[src/rtl/cache_axi_pkg.sv]
// Shared types and helpers for the cache-to-AXI bridge: FSM state encodings,
// the default line size and the line-address alignment function.
package cache_axi_pkg;

    localparam int LINE_WORDS_DEF = 4;

    typedef enum logic [1:0] {
        R_IDLE   = 2'd0,
        R_ICACHE = 2'd1,
        R_DCACHE = 2'd2,
        R_UNC    = 2'd3
    } rd_state_e;

    typedef enum logic [1:0] {
        W_IDLE = 2'd0,
        W_LINE = 2'd1,
        W_UNC  = 2'd2
    } wr_state_e;

    // Works on a 64-bit container so any address width up to 64 can share it.
    function automatic logic [63:0] line_addr(input logic [63:0] addr, input int unsigned offs_w);
        return (addr >> offs_w) << offs_w;
    endfunction

endpackage

[src/rtl/cache_axi_bridge_if.sv]
// Single-ID AXI-style master bus between the bridge (master) and the memory side (slave).
interface cache_axi_bridge_if #(
    parameter int ADDR_W = 32
);
    logic              axi_ren_o;
    logic [ADDR_W-1:0] axi_raddr_o;
    logic [7:0]        axi_rlen_o;
    logic [31:0]       rdata_i;
    logic              rdata_valid_i;
    logic              axi_wen_o;
    logic [ADDR_W-1:0] axi_waddr_o;
    logic [7:0]        axi_wlen_o;
    logic [3:0]        axi_wsel_o;
    logic [31:0]       axi_wdata_o;
    logic              axi_wlast_o;
    logic              wdata_resp_i;

    modport master (
        output axi_ren_o, axi_raddr_o, axi_rlen_o,
        output axi_wen_o, axi_waddr_o, axi_wlen_o, axi_wsel_o, axi_wdata_o, axi_wlast_o,
        input  rdata_i, rdata_valid_i, wdata_resp_i
    );

    modport slave (
        input  axi_ren_o, axi_raddr_o, axi_rlen_o,
        input  axi_wen_o, axi_waddr_o, axi_wlen_o, axi_wsel_o, axi_wdata_o, axi_wlast_o,
        output rdata_i, rdata_valid_i, wdata_resp_i
    );
endinterface

[src/rtl/cache_axi_rd_arb.sv]
// Read-grant logic: uncached first, then cached fills masked by the writeback hazard.
// CACHE_AXI_RR_ARB_EN selects round-robin between dcache and icache fills.
module cache_axi_rd_arb (
`ifdef CACHE_AXI_RR_ARB_EN
    input  logic clk,
    input  logic rst,
`endif
    input  logic i_idle,
    input  logic i_unc_req,
    input  logic i_data_req,
    input  logic i_data_haz,
    input  logic i_inst_req,
    input  logic i_inst_haz,
    output logic o_gnt_unc,
    output logic o_gnt_data,
    output logic o_gnt_inst
);
    logic w_data_ok;
    logic w_inst_ok;

    assign w_data_ok = i_idle && i_data_req && !i_data_haz;
    assign w_inst_ok = i_idle && i_inst_req && !i_inst_haz;
    assign o_gnt_unc = i_idle && i_unc_req;

`ifdef CACHE_AXI_RR_ARB_EN
    logic r_last_inst;

    // Cached-fill pick: alternate when both are eligible, otherwise take whichever is.
    always_comb begin
        o_gnt_data = 1'b0;
        o_gnt_inst = 1'b0;
        if (o_gnt_unc) begin
            o_gnt_data = 1'b0;
            o_gnt_inst = 1'b0;
        end else if (w_data_ok && w_inst_ok) begin
            o_gnt_data = r_last_inst;
            o_gnt_inst = !r_last_inst;
        end else begin
            o_gnt_data = w_data_ok;
            o_gnt_inst = w_inst_ok;
        end
    end

    // Last-granted pointer; starts as if icache went last so dcache wins first.
    always_ff @(posedge clk) begin
        if (rst) begin
            r_last_inst <= 1'b1;
        end else if (o_gnt_data) begin
            r_last_inst <= 1'b0;
        end else if (o_gnt_inst) begin
            r_last_inst <= 1'b1;
        end else begin
            r_last_inst <= r_last_inst;
        end
    end
`else
    assign o_gnt_data = !o_gnt_unc && w_data_ok;
    assign o_gnt_inst = !o_gnt_unc && !w_data_ok && w_inst_ok;
`endif

endmodule

[src/rtl/cache_axi_bridge.sv]
// Bridge from L1 icache/dcache fills, dcache writebacks and uncached accesses to one AXI master.
// Optional build macro CACHE_AXI_RR_ARB_EN: round-robin between icache and dcache fills.
module cache_axi_bridge
    import cache_axi_pkg::*;
#(
    parameter int LINE_WORDS = LINE_WORDS_DEF,
    parameter int ADDR_W     = 32,
    parameter int OFFS_W     = $clog2(LINE_WORDS) + 2
) (
    input  logic                   clk,
    input  logic                   rst,
    input  logic                   inst_ren_i,
    input  logic [ADDR_W-1:0]      inst_araddr_i,
    output logic                   inst_rvalid_o,
    output logic [32*LINE_WORDS-1:0] inst_rdata_o,
    input  logic                   data_ren_i,
    input  logic [ADDR_W-1:0]      data_araddr_i,
    output logic                   data_rvalid_o,
    output logic [32*LINE_WORDS-1:0] data_rdata_o,
    input  logic                   data_wen_i,
    input  logic [ADDR_W-1:0]      data_awaddr_i,
    input  logic [32*LINE_WORDS-1:0] data_wdata_i,
    output logic                   data_bvalid_o,
    input  logic                   unc_ren_i,
    input  logic [ADDR_W-1:0]      unc_raddr_i,
    output logic                   unc_rvalid_o,
    output logic [31:0]            unc_rdata_o,
    input  logic [3:0]             unc_wen_i,
    input  logic [ADDR_W-1:0]      unc_waddr_i,
    input  logic [31:0]            unc_wdata_i,
    output logic                   unc_bvalid_o,
    output logic                   dev_rrdy_o,
    output logic                   dev_wrdy_o,
    cache_axi_bridge_if.master     axi
);
    localparam int               CNT_W    = $clog2(LINE_WORDS);
    localparam int               LINE_W   = 32 * LINE_WORDS;
    localparam logic [CNT_W-1:0] CNT_LAST = CNT_W'(LINE_WORDS - 1);
    localparam logic [7:0]       LEN_LINE = 8'(LINE_WORDS - 1);

    rd_state_e          r_rstate;
    logic [ADDR_W-1:0]  r_raddr;
    logic [7:0]         r_rlen;
    logic [CNT_W-1:0]   r_rcnt;
    logic [LINE_W-1:0]  r_inst_line;
    logic [LINE_W-1:0]  r_data_line;
    logic [31:0]        r_unc_rdata;
    logic               r_inst_rvalid;
    logic               r_data_rvalid;
    logic               r_unc_rvalid;

    wr_state_e          r_wstate;
    logic [ADDR_W-1:0]  r_waddr;
    logic [7:0]         r_wlen;
    logic [3:0]         r_wsel;
    logic [CNT_W-1:0]   r_wcnt;
    logic [LINE_W-1:0]  r_wline;
    logic               r_data_bvalid;
    logic               r_unc_bvalid;

    logic w_wline_busy;
    logic w_inst_haz;
    logic w_data_haz;
    logic w_gnt_unc;
    logic w_gnt_data;
    logic w_gnt_inst;

    // A fill must not overtake a writeback of the same line still draining to memory.
    assign w_wline_busy = (r_wstate == W_LINE);
    assign w_inst_haz   = w_wline_busy && (ADDR_W'(line_addr(64'(inst_araddr_i), OFFS_W)) == r_waddr);
    assign w_data_haz   = w_wline_busy && (ADDR_W'(line_addr(64'(data_araddr_i), OFFS_W)) == r_waddr);

    cache_axi_rd_arb u_rd_arb (
`ifdef CACHE_AXI_RR_ARB_EN
        .clk        (clk),
        .rst        (rst),
`endif
        .i_idle     (r_rstate == R_IDLE),
        .i_unc_req  (unc_ren_i),
        .i_data_req (data_ren_i),
        .i_data_haz (w_data_haz),
        .i_inst_req (inst_ren_i),
        .i_inst_haz (w_inst_haz),
        .o_gnt_unc  (w_gnt_unc),
        .o_gnt_data (w_gnt_data),
        .o_gnt_inst (w_gnt_inst)
    );

    // Read FSM: grant, beat collection into the per-requester line buffers, done pulses.
    always_ff @(posedge clk) begin
        if (rst) begin
            r_rstate      <= R_IDLE;
            r_raddr       <= '0;
            r_rlen        <= 8'd0;
            r_rcnt        <= '0;
            r_inst_line   <= '0;
            r_data_line   <= '0;
            r_unc_rdata   <= 32'd0;
            r_inst_rvalid <= 1'b0;
            r_data_rvalid <= 1'b0;
            r_unc_rvalid  <= 1'b0;
        end else begin
            r_inst_rvalid <= 1'b0;
            r_data_rvalid <= 1'b0;
            r_unc_rvalid  <= 1'b0;
            case (r_rstate)
                R_IDLE: begin
                    r_rcnt <= '0;
                    if (w_gnt_unc) begin
                        r_rstate <= R_UNC;
                        r_raddr  <= unc_raddr_i;
                        r_rlen   <= 8'd0;
                    end else if (w_gnt_data) begin
                        r_rstate <= R_DCACHE;
                        r_raddr  <= ADDR_W'(line_addr(64'(data_araddr_i), OFFS_W));
                        r_rlen   <= LEN_LINE;
                    end else if (w_gnt_inst) begin
                        r_rstate <= R_ICACHE;
                        r_raddr  <= ADDR_W'(line_addr(64'(inst_araddr_i), OFFS_W));
                        r_rlen   <= LEN_LINE;
                    end else begin
                        r_rstate <= R_IDLE;
                    end
                end
                R_ICACHE: begin
                    if (axi.rdata_valid_i) begin
                        r_inst_line[32*r_rcnt +: 32] <= axi.rdata_i;
                        if (r_rcnt == CNT_LAST) begin
                            r_rstate      <= R_IDLE;
                            r_inst_rvalid <= 1'b1;
                            r_rcnt        <= '0;
                        end else begin
                            r_rcnt <= r_rcnt + CNT_W'(1);
                        end
                    end else begin
                        r_rstate <= R_ICACHE;
                    end
                end
                R_DCACHE: begin
                    if (axi.rdata_valid_i) begin
                        r_data_line[32*r_rcnt +: 32] <= axi.rdata_i;
                        if (r_rcnt == CNT_LAST) begin
                            r_rstate      <= R_IDLE;
                            r_data_rvalid <= 1'b1;
                            r_rcnt        <= '0;
                        end else begin
                            r_rcnt <= r_rcnt + CNT_W'(1);
                        end
                    end else begin
                        r_rstate <= R_DCACHE;
                    end
                end
                R_UNC: begin
                    if (axi.rdata_valid_i) begin
                        r_unc_rdata  <= axi.rdata_i;
                        r_unc_rvalid <= 1'b1;
                        r_rstate     <= R_IDLE;
                    end else begin
                        r_rstate <= R_UNC;
                    end
                end
                default: r_rstate <= R_IDLE;
            endcase
        end
    end

    // Write FSM: everything is latched at acceptance so the requester may move on.
    always_ff @(posedge clk) begin
        if (rst) begin
            r_wstate      <= W_IDLE;
            r_waddr       <= '0;
            r_wlen        <= 8'd0;
            r_wsel        <= 4'd0;
            r_wcnt        <= '0;
            r_wline       <= '0;
            r_data_bvalid <= 1'b0;
            r_unc_bvalid  <= 1'b0;
        end else begin
            r_data_bvalid <= 1'b0;
            r_unc_bvalid  <= 1'b0;
            case (r_wstate)
                W_IDLE: begin
                    r_wcnt <= '0;
                    if (unc_wen_i != 4'd0) begin
                        r_wstate <= W_UNC;
                        r_waddr  <= unc_waddr_i;
                        r_wlen   <= 8'd0;
                        r_wsel   <= unc_wen_i;
                        r_wline  <= LINE_W'(unc_wdata_i);
                    end else if (data_wen_i) begin
                        r_wstate <= W_LINE;
                        r_waddr  <= ADDR_W'(line_addr(64'(data_awaddr_i), OFFS_W));
                        r_wlen   <= LEN_LINE;
                        r_wsel   <= 4'hF;
                        r_wline  <= data_wdata_i;
                    end else begin
                        r_wstate <= W_IDLE;
                    end
                end
                W_LINE: begin
                    if (axi.wdata_resp_i) begin
                        if (r_wcnt == CNT_LAST) begin
                            r_wstate      <= W_IDLE;
                            r_data_bvalid <= 1'b1;
                            r_wcnt        <= '0;
                        end else begin
                            r_wcnt <= r_wcnt + CNT_W'(1);
                        end
                    end else begin
                        r_wstate <= W_LINE;
                    end
                end
                W_UNC: begin
                    if (axi.wdata_resp_i) begin
                        r_wstate     <= W_IDLE;
                        r_unc_bvalid <= 1'b1;
                    end else begin
                        r_wstate <= W_UNC;
                    end
                end
                default: r_wstate <= W_IDLE;
            endcase
        end
    end

    assign inst_rvalid_o = r_inst_rvalid;
    assign inst_rdata_o  = r_inst_line;
    assign data_rvalid_o = r_data_rvalid;
    assign data_rdata_o  = r_data_line;
    assign unc_rvalid_o  = r_unc_rvalid;
    assign unc_rdata_o   = r_unc_rdata;
    assign data_bvalid_o = r_data_bvalid;
    assign unc_bvalid_o  = r_unc_bvalid;
    assign dev_rrdy_o    = (r_rstate == R_IDLE);
    assign dev_wrdy_o    = (r_wstate == W_IDLE);

    assign axi.axi_ren_o   = (r_rstate != R_IDLE);
    assign axi.axi_raddr_o = r_raddr;
    assign axi.axi_rlen_o  = r_rlen;
    assign axi.axi_wen_o   = (r_wstate != W_IDLE);
    assign axi.axi_waddr_o = r_waddr;
    assign axi.axi_wlen_o  = r_wlen;
    assign axi.axi_wsel_o  = r_wsel;
    assign axi.axi_wdata_o = r_wline[32*r_wcnt +: 32];
    assign axi.axi_wlast_o = (r_wstate == W_UNC) || ((r_wstate == W_LINE) && (r_wcnt == CNT_LAST));

endmodule

[src/flat_wrapper.sv]
// flat-port wrapper written by rule: the top's interface ports become plain ports
module cache_axi_bridge_flat import cache_axi_pkg::*;
#(
    parameter int LINE_WORDS = LINE_WORDS_DEF,
    parameter int ADDR_W     = 32,
    parameter int OFFS_W     = $clog2(LINE_WORDS) + 2
)
  (clk, rst, inst_ren_i, inst_araddr_i, inst_rvalid_o, inst_rdata_o, data_ren_i, data_araddr_i, data_rvalid_o, data_rdata_o, data_wen_i, data_awaddr_i, data_wdata_i, data_bvalid_o, unc_ren_i, unc_raddr_i, unc_rvalid_o, unc_rdata_o, unc_wen_i, unc_waddr_i, unc_wdata_i, unc_bvalid_o, dev_rrdy_o, dev_wrdy_o, axi_axi_ren_o, axi_axi_raddr_o, axi_axi_rlen_o, axi_axi_wen_o, axi_axi_waddr_o, axi_axi_wlen_o, axi_axi_wsel_o, axi_axi_wdata_o, axi_axi_wlast_o, axi_rdata_i, axi_rdata_valid_i, axi_wdata_resp_i);
  cache_axi_bridge_if #(.ADDR_W(ADDR_W)) axi_i ();
  input  logic clk;
  input  logic rst;
  input  logic inst_ren_i;
  input  logic [ADDR_W-1:0] inst_araddr_i;
  output logic inst_rvalid_o;
  output logic [32*LINE_WORDS-1:0] inst_rdata_o;
  input  logic data_ren_i;
  input  logic [ADDR_W-1:0] data_araddr_i;
  output logic data_rvalid_o;
  output logic [32*LINE_WORDS-1:0] data_rdata_o;
  input  logic data_wen_i;
  input  logic [ADDR_W-1:0] data_awaddr_i;
  input  logic [32*LINE_WORDS-1:0] data_wdata_i;
  output logic data_bvalid_o;
  input  logic unc_ren_i;
  input  logic [ADDR_W-1:0] unc_raddr_i;
  output logic unc_rvalid_o;
  output logic [31:0] unc_rdata_o;
  input  logic [3:0] unc_wen_i;
  input  logic [ADDR_W-1:0] unc_waddr_i;
  input  logic [31:0] unc_wdata_i;
  output logic unc_bvalid_o;
  output logic dev_rrdy_o;
  output logic dev_wrdy_o;
  output wire logic [$bits(axi_i.axi_ren_o)-1:0] axi_axi_ren_o;
  output wire logic [$bits(axi_i.axi_raddr_o)-1:0] axi_axi_raddr_o;
  output wire logic [$bits(axi_i.axi_rlen_o)-1:0] axi_axi_rlen_o;
  output wire logic [$bits(axi_i.axi_wen_o)-1:0] axi_axi_wen_o;
  output wire logic [$bits(axi_i.axi_waddr_o)-1:0] axi_axi_waddr_o;
  output wire logic [$bits(axi_i.axi_wlen_o)-1:0] axi_axi_wlen_o;
  output wire logic [$bits(axi_i.axi_wsel_o)-1:0] axi_axi_wsel_o;
  output wire logic [$bits(axi_i.axi_wdata_o)-1:0] axi_axi_wdata_o;
  output wire logic [$bits(axi_i.axi_wlast_o)-1:0] axi_axi_wlast_o;
  input wire logic [$bits(axi_i.rdata_i)-1:0] axi_rdata_i;
  input wire logic [$bits(axi_i.rdata_valid_i)-1:0] axi_rdata_valid_i;
  input wire logic [$bits(axi_i.wdata_resp_i)-1:0] axi_wdata_resp_i;
  assign axi_axi_ren_o = axi_i.axi_ren_o;
  assign axi_axi_raddr_o = axi_i.axi_raddr_o;
  assign axi_axi_rlen_o = axi_i.axi_rlen_o;
  assign axi_axi_wen_o = axi_i.axi_wen_o;
  assign axi_axi_waddr_o = axi_i.axi_waddr_o;
  assign axi_axi_wlen_o = axi_i.axi_wlen_o;
  assign axi_axi_wsel_o = axi_i.axi_wsel_o;
  assign axi_axi_wdata_o = axi_i.axi_wdata_o;
  assign axi_axi_wlast_o = axi_i.axi_wlast_o;
  assign axi_i.rdata_i = axi_rdata_i;
  assign axi_i.rdata_valid_i = axi_rdata_valid_i;
  assign axi_i.wdata_resp_i = axi_wdata_resp_i;
  cache_axi_bridge #(.LINE_WORDS(LINE_WORDS), .ADDR_W(ADDR_W), .OFFS_W(OFFS_W)) u_core (.clk(clk), .rst(rst), .inst_ren_i(inst_ren_i), .inst_araddr_i(inst_araddr_i), .inst_rvalid_o(inst_rvalid_o), .inst_rdata_o(inst_rdata_o), .data_ren_i(data_ren_i), .data_araddr_i(data_araddr_i), .data_rvalid_o(data_rvalid_o), .data_rdata_o(data_rdata_o), .data_wen_i(data_wen_i), .data_awaddr_i(data_awaddr_i), .data_wdata_i(data_wdata_i), .data_bvalid_o(data_bvalid_o), .unc_ren_i(unc_ren_i), .unc_raddr_i(unc_raddr_i), .unc_rvalid_o(unc_rvalid_o), .unc_rdata_o(unc_rdata_o), .unc_wen_i(unc_wen_i), .unc_waddr_i(unc_waddr_i), .unc_wdata_i(unc_wdata_i), .unc_bvalid_o(unc_bvalid_o), .dev_rrdy_o(dev_rrdy_o), .dev_wrdy_o(dev_wrdy_o), .axi(axi_i));
endmodule
[config.mk]
export PLATFORM = sky130hd
export DESIGN_NAME = cache_axi_bridge_flat
export DESIGN_NICKNAME = d
export VERILOG_FILES = /design/src/rtl/cache_axi_pkg.sv /design/src/rtl/cache_axi_bridge_if.sv /design/src/rtl/cache_axi_rd_arb.sv /design/src/rtl/cache_axi_bridge.sv /design/src/flat_wrapper.sv
export SDC_FILE = /design/constraint.sdc
export NUM_CORES = 1
export LEC_CHECK = 0
export CELL_PAD_IN_SITES_DETAIL_PLACEMENT = 0
export CELL_PAD_IN_SITES_GLOBAL_PLACEMENT = 1
export CORE_AREA = 3 3 305 307
export CTS_CLUSTER_SIZE = 10
export DETAILED_ROUTE_END_ITERATION = 10
export DIE_AREA = 0 0 308 310
export PLACE_DENSITY_LB_ADDON = 0.15
export SLEW_MARGIN = 40
export SYNTH_ARGS = -nofsm -noshare
export SYNTH_HDL_FRONTEND = slang
export SYNTH_SLANG_ARGS = --single-unit
[constraint.sdc]
create_clock -name clk -period 5.3 [get_ports clk]
set_input_delay 1.06 -clock clk [delete_from_list [all_inputs] [get_ports clk]]
set_output_delay 1.06 -clock clk [all_outputs]
set_load 0.05 [all_outputs]
======== Word level (Yosys, flattened, before mapping) ========
Cells that the tools add are included.
cells by class
  $add $sub $neg .......................... 3
  equality and inequality tests ........... 12
  shift-type cells ........................ 3
  mux-type cells .......................... 41
  bitwise logic cells ..................... 6
  reductions and logical operators ........ 38
operator list
  cell                                                      number
  bitwise mux 128 bit                                       2
  2-to-1 mux 128 bit                                        2
  2-to-1 mux 32 bit                                         5
  variable shift 32 x 34 -> 128 bit (first input constant)  1
  indexed part select 128 x 8 -> 32 bit                     1
  indexed part select 32 x 34 -> 128 bit                    1
  == test 32 bit                                            2
  2-to-1 mux 8 bit                                          5
  negation 7 -> 34 bit                                      1
  2-to-1 mux 2 bit                                          14
  AND reduction 2 bit                                       7
  logical AND 1 bit                                         11
  == test 2 bit (second input constant)                     5
  nonzero test 2 bit                                        5
  OR reduction 2 bit                                        5
  2-to-1 mux 4 bit                                          2
  one-hot mux 2 bit (2 select lines)                        2
  one-hot mux 2 bit (4 select lines)                        1
  2-to-1 mux 1 bit                                          7
  inverter 1 bit                                            6
  one-hot mux 2 bit (3 select lines)                        1
  adder 2 x 1 -> 2 bit (second input constant)              2
  == test 2 x 1 -> 1 bit (second input constant)            2
  logical NOT 1 bit                                         4
  other kinds (8)                                           9
storage, ports and cells
  flip-flop bits (word level) ............. 513
  output and inout port bits .............. 414
  word-level logic and storage cells ...... 121

======== Logic depth before layout (Yosys ltp) ========
  word-level depth ........................ 11
  gate-level depth with buffers ........... 8
  gate-level depth less buffers ........... 6

======== Hierarchy ========
Synthesis repeated with hierarchy kept, for this count alone.
unflattened totals
  cell total of the unflattened synthesis .. 2,446
  area, all modules ....................... 20,365.8 um^2
modules (own cells, without submodules)
  module            times used  cells each  area each (um^2)  sequential area each (um^2)
  cache_axi_bridge  1           2,441       20,322.0          9,989.6
  cache_axi_rd_arb  1           5           43.8              0.0

======== Worst setup path before layout ========
OpenSTA, ideal clock, no wires.
  path type ............................... reg-to-output
  start ................................... register u_core.r_wcnt[0]
  end ..................................... output axi_axi_wdata_o[0]
  data arrival time ....................... 1.965 ns
  setup slack ............................. 2.275 ns
  stages on the path, launching flop included .. 4
  path buffers ............................ 2
  path through ............................ dfxtp_1 clkbuf_1 buf_1 mux4_2
between the ends
  word-level cells in the longest chain between the ends .. 1
ends and longest elaborated chain
  element                                RTL line                 RTL
  from (decl)                            cache_axi_bridge.sv:56   logic [CNT_W-1:0] r_wcnt;
  from (signal assigned)                 cache_axi_bridge.sv:207  r_wcnt <= r_wcnt + CNT_W'(1);
  indexed part select 128 x 8 -> 32 bit  cache_axi_bridge.sv:244  assign axi.axi_wdata_o = r_wline[32*r_wcnt +: 32];
  to (decl)                              flat_wrapper.sv:41       output wire logic [$bits(axi_i.axi_wdata_o)-1:0] axi_axi_wdata_o;
Every way passes these cells.

======== Worst setup path in the final report ========
  start ................................... register u_core.r_wcnt[1]
  end ..................................... output axi_axi_wdata_o[29]
The elaborated chain is that of the path after synthesis.

==> flow_metrics.tcl <==
set metrics [dict create \
    cts_resized 0 \
    synth-async-reset-ratio 0 \
    yosys_warnings 0 \
    cts_sinks 499 \
    synth_area_leaders "dfxtp_1 (49%), nand2_1 (8.3%), a21oi_1 (7.3%)" \
    hold_class "reg -> reg" \
    syn_area_um2 20300 \
    initial_utilization 0.225 \
    ios 778 \
    synthDistinctLibCells 42 \
    critPathCaptureType "output port" \
    drtIter0Drc 1613 \
    required_ps 4240 \
    multi_input_area_um2 9380 \
    htreeDepth 2 \
    wl_per_cell_um 25.2 \
    crit_type "reg -> out" \
    max_stage_delay_ps 890 \
    core-area_um2 90300 \
    rsz0062_at_grt "no" \
    clkSlewWorstSetupHoldPaths_ps 60 \
    timing.final.setup_violations 0 \
    hold-worst-slack_ps 453 \
    status "finished, final reports clean" \
    dp_hpwl_mm 78.6 \
    totalWireLength_mm 108 \
    worst_pin_slew_ps 835 \
    cp_slowest_cell "clkdlybuf4s50_1" \
    ir_drop_mv 0.230 \
    utilization 0.340 \
    grt_pass1_wl_mm 151 \
    cts_buffers 61 \
    antenna_found_initial 35 \
    hold_viol 0 \
    synth_seq_cells 499 \
    routabilityCongestion 0.879 \
    fmax_mhz 251 \
    tns_ps 0 \
    port_buffers 753 \
    fin_area_um2 30700 \
    grt_pass1_vias 20594 \
    area_delta_synth_final_pct 51.1 \
    root_buffer "clkbuf_16" \
    dpl_cell_area_um2 28800 \
    via_count 20721 \
    drc 0 \
    dr.pass1.iters 5 \
    fin_worst_skew_ps 31.5 \
    synth_top_area_share 0.491 \
    clock_path_buffers 3 \
    final_nets 3414 \
    drv_slew 0 \
    postSynthAreaPerCell_um2 8.32 \
    ys_seq_area_frac 0.491 \
    grt_max_degree 121 \
    cts_tree "built" \
    fp.dieW_um 308 \
    synth_flop_cell "dfxtp_1" \
    grt_usage 0.216 \
    powerDensity_nw_per_um2 329 \
    p_leak_nw 10.5 \
    dp.cells 4153 \
    fill_cells 9397 \
    insertion_delay_ps 640 \
    dieArea_um2 95500 \
    via_per_inst 4.85 \
    gr-total-overflow 0 \
    timing.final.crit_share 0.752 \
    syn_inst 2446 \
    die-height_um 310 \
    path_max_fanout 21 \
    yosysTopAreaCell "dfxtp_1" \
    stdcell_count 4272 \
    cap_violations 0 \
    final-seq-area_um2 9990 \
    cts_setup_buffers 0 \
    drive_gt1_frac 0.0582 \
    crit_chain "buf_4 -> mux4_2 -> clkdlybuf4s50_1" \
    cp.arrival_ps 2920 \
    hold_buffers 0 \
    slew_headroom 0.443 \
    ant_nets 0 \
    setup.worst_path.start_class "flop" \
    rows 110 \
    synth_edf_count 0 \
    period_minus_slack_ps 3980 \
]
## worst max-delay path: cells and delay by family, from the launching register on
family	cells	cell delay, ps
buffers and inverters	2	1330
DFF	1	620
muxes	1	300
## final cells by class
type	instances	share of cell area
Clock buffer	90	0.0571
Inverter	7	0.000855
Multi-Input combinational cell	1678	0.305
Tap cell	1176	0.0479
Antenna cell	20	0.00163
Sequential cell	499	0.325
Timing Repair Buffer	793	0.258
Clock inverter	9	0.00476
## synth_stat cells (3+ instances only)
library cell  count
dfxtp_1         499
nand2_1         452
a21oi_1         296
nand3_1         265
nor2_1          237
clkbuf_1        223
a22oi_1         100
a311oi_1         60
xor2_1           56
mux4_2           32
a211o_1          28
a32o_1           28
or3_1            28
buf_2            21
nor4_1           16
buf_4            15
buf_1            12
ha_1             10
and3_1            9
nand4_1           8
nor3_1            8
inv_1             7
o21ai_0           5
nor3b_1           4
and2_1            3
o211ai_1          3
## kinds of logic (layout without fill, tap and decap cells)
family,after synthesis,count (layout),share of synthesized area
AOI/OAI and AO/OA,530,530,0.168
muxes,34,34,0.0365
xor gates and xnor gates,56,56,0.0241
and+or+nand+nor,1036,1036,0.218
other,1,32,0.000184
buffers and inverters,280,899,0.0564
adders and majority gates,10,10,0.00615
DFF,499,499,0.491
## flip-flops by register name, indices dropped and copies added (netlist names), 4 cells and up
register,count
u_core.axi.axi_raddr_o,32
u_core.inst_rdata_o,128
u_core.axi.axi_wsel_o,4
u_core.axi.axi_waddr_o,32
u_core.unc_rdata_o,32
u_core.r_wline,128
u_core.data_rdata_o,128
## per-stage QoR
stage	total power, W	worst slack, ps
after floorplan	0.00518	2270
final	0.0101	1320
after global placement	0.00609	1260
after global routing	0.0105	1170
after detailed placement	0.00611	1270
after CTS	0.0102	1070
## final timing paths
kind,from,end,slack [ps],cells after the start
max,u_core.r_wcnt[1],axi_axi_wdata_o[29],1320,3
min,u_core.data_rdata_o[107],u_core.data_rdata_o[107],450,2
max reg2reg,u_core.axi.axi_waddr_o[19],u_core.axi.axi_raddr_o[27],2270,7
min reg2reg,u_core.data_rdata_o[107],u_core.data_rdata_o[107],450,2
## where the power goes
| part | switching (W) | total, W | internal [W] |
|---|---|---|---|
| Clock | 0.00173 | 0.00409 | 0.00236 |
| Sequential | 0.000139 | 0.00403 | 0.00389 |
| Combinational | 0.00128 | 0.00199 | 0.000709 |
| Total | 0.00314 | 0.0101 | 0.00696 |
## routing by layer
layer / wire length (µm) / up-vias / share of wire / GRT usage
met5: 370 / - / 0.0034 / 0.00891
met4: 4550 / 36 / 0.042 / 0.0937
met1: 42300 / 9944 / 0.39 / 0.248
met2: 50800 / 831 / 0.47 / 0.361
met3: 9830 / 219 / 0.091 / 0.0773
li1: - / 9691 / - / -
## placed cells by master, fill, tap and decap left out, types with 15 or more instances in the layout
cell type	Yosys	final
nand2_1	452	451
a211o_1	28	28
nand3_1	265	261
clkbuf_16	0	61
buf_4	15	32
nor2_1	237	236
clkdlybuf4s50_1	0	750
mux4_2	32	32
or3_1	28	28
dfxtp_1	499	497
a22oi_1	100	100
a32o_1	28	28
clkbuf_1	223	17
diode_2	0	20
a21oi_1	296	296
nor4_1	16	15
a311oi_1	60	60
xor2_1	56	56
Note: power is estimated with default switching activity, not from simulation.
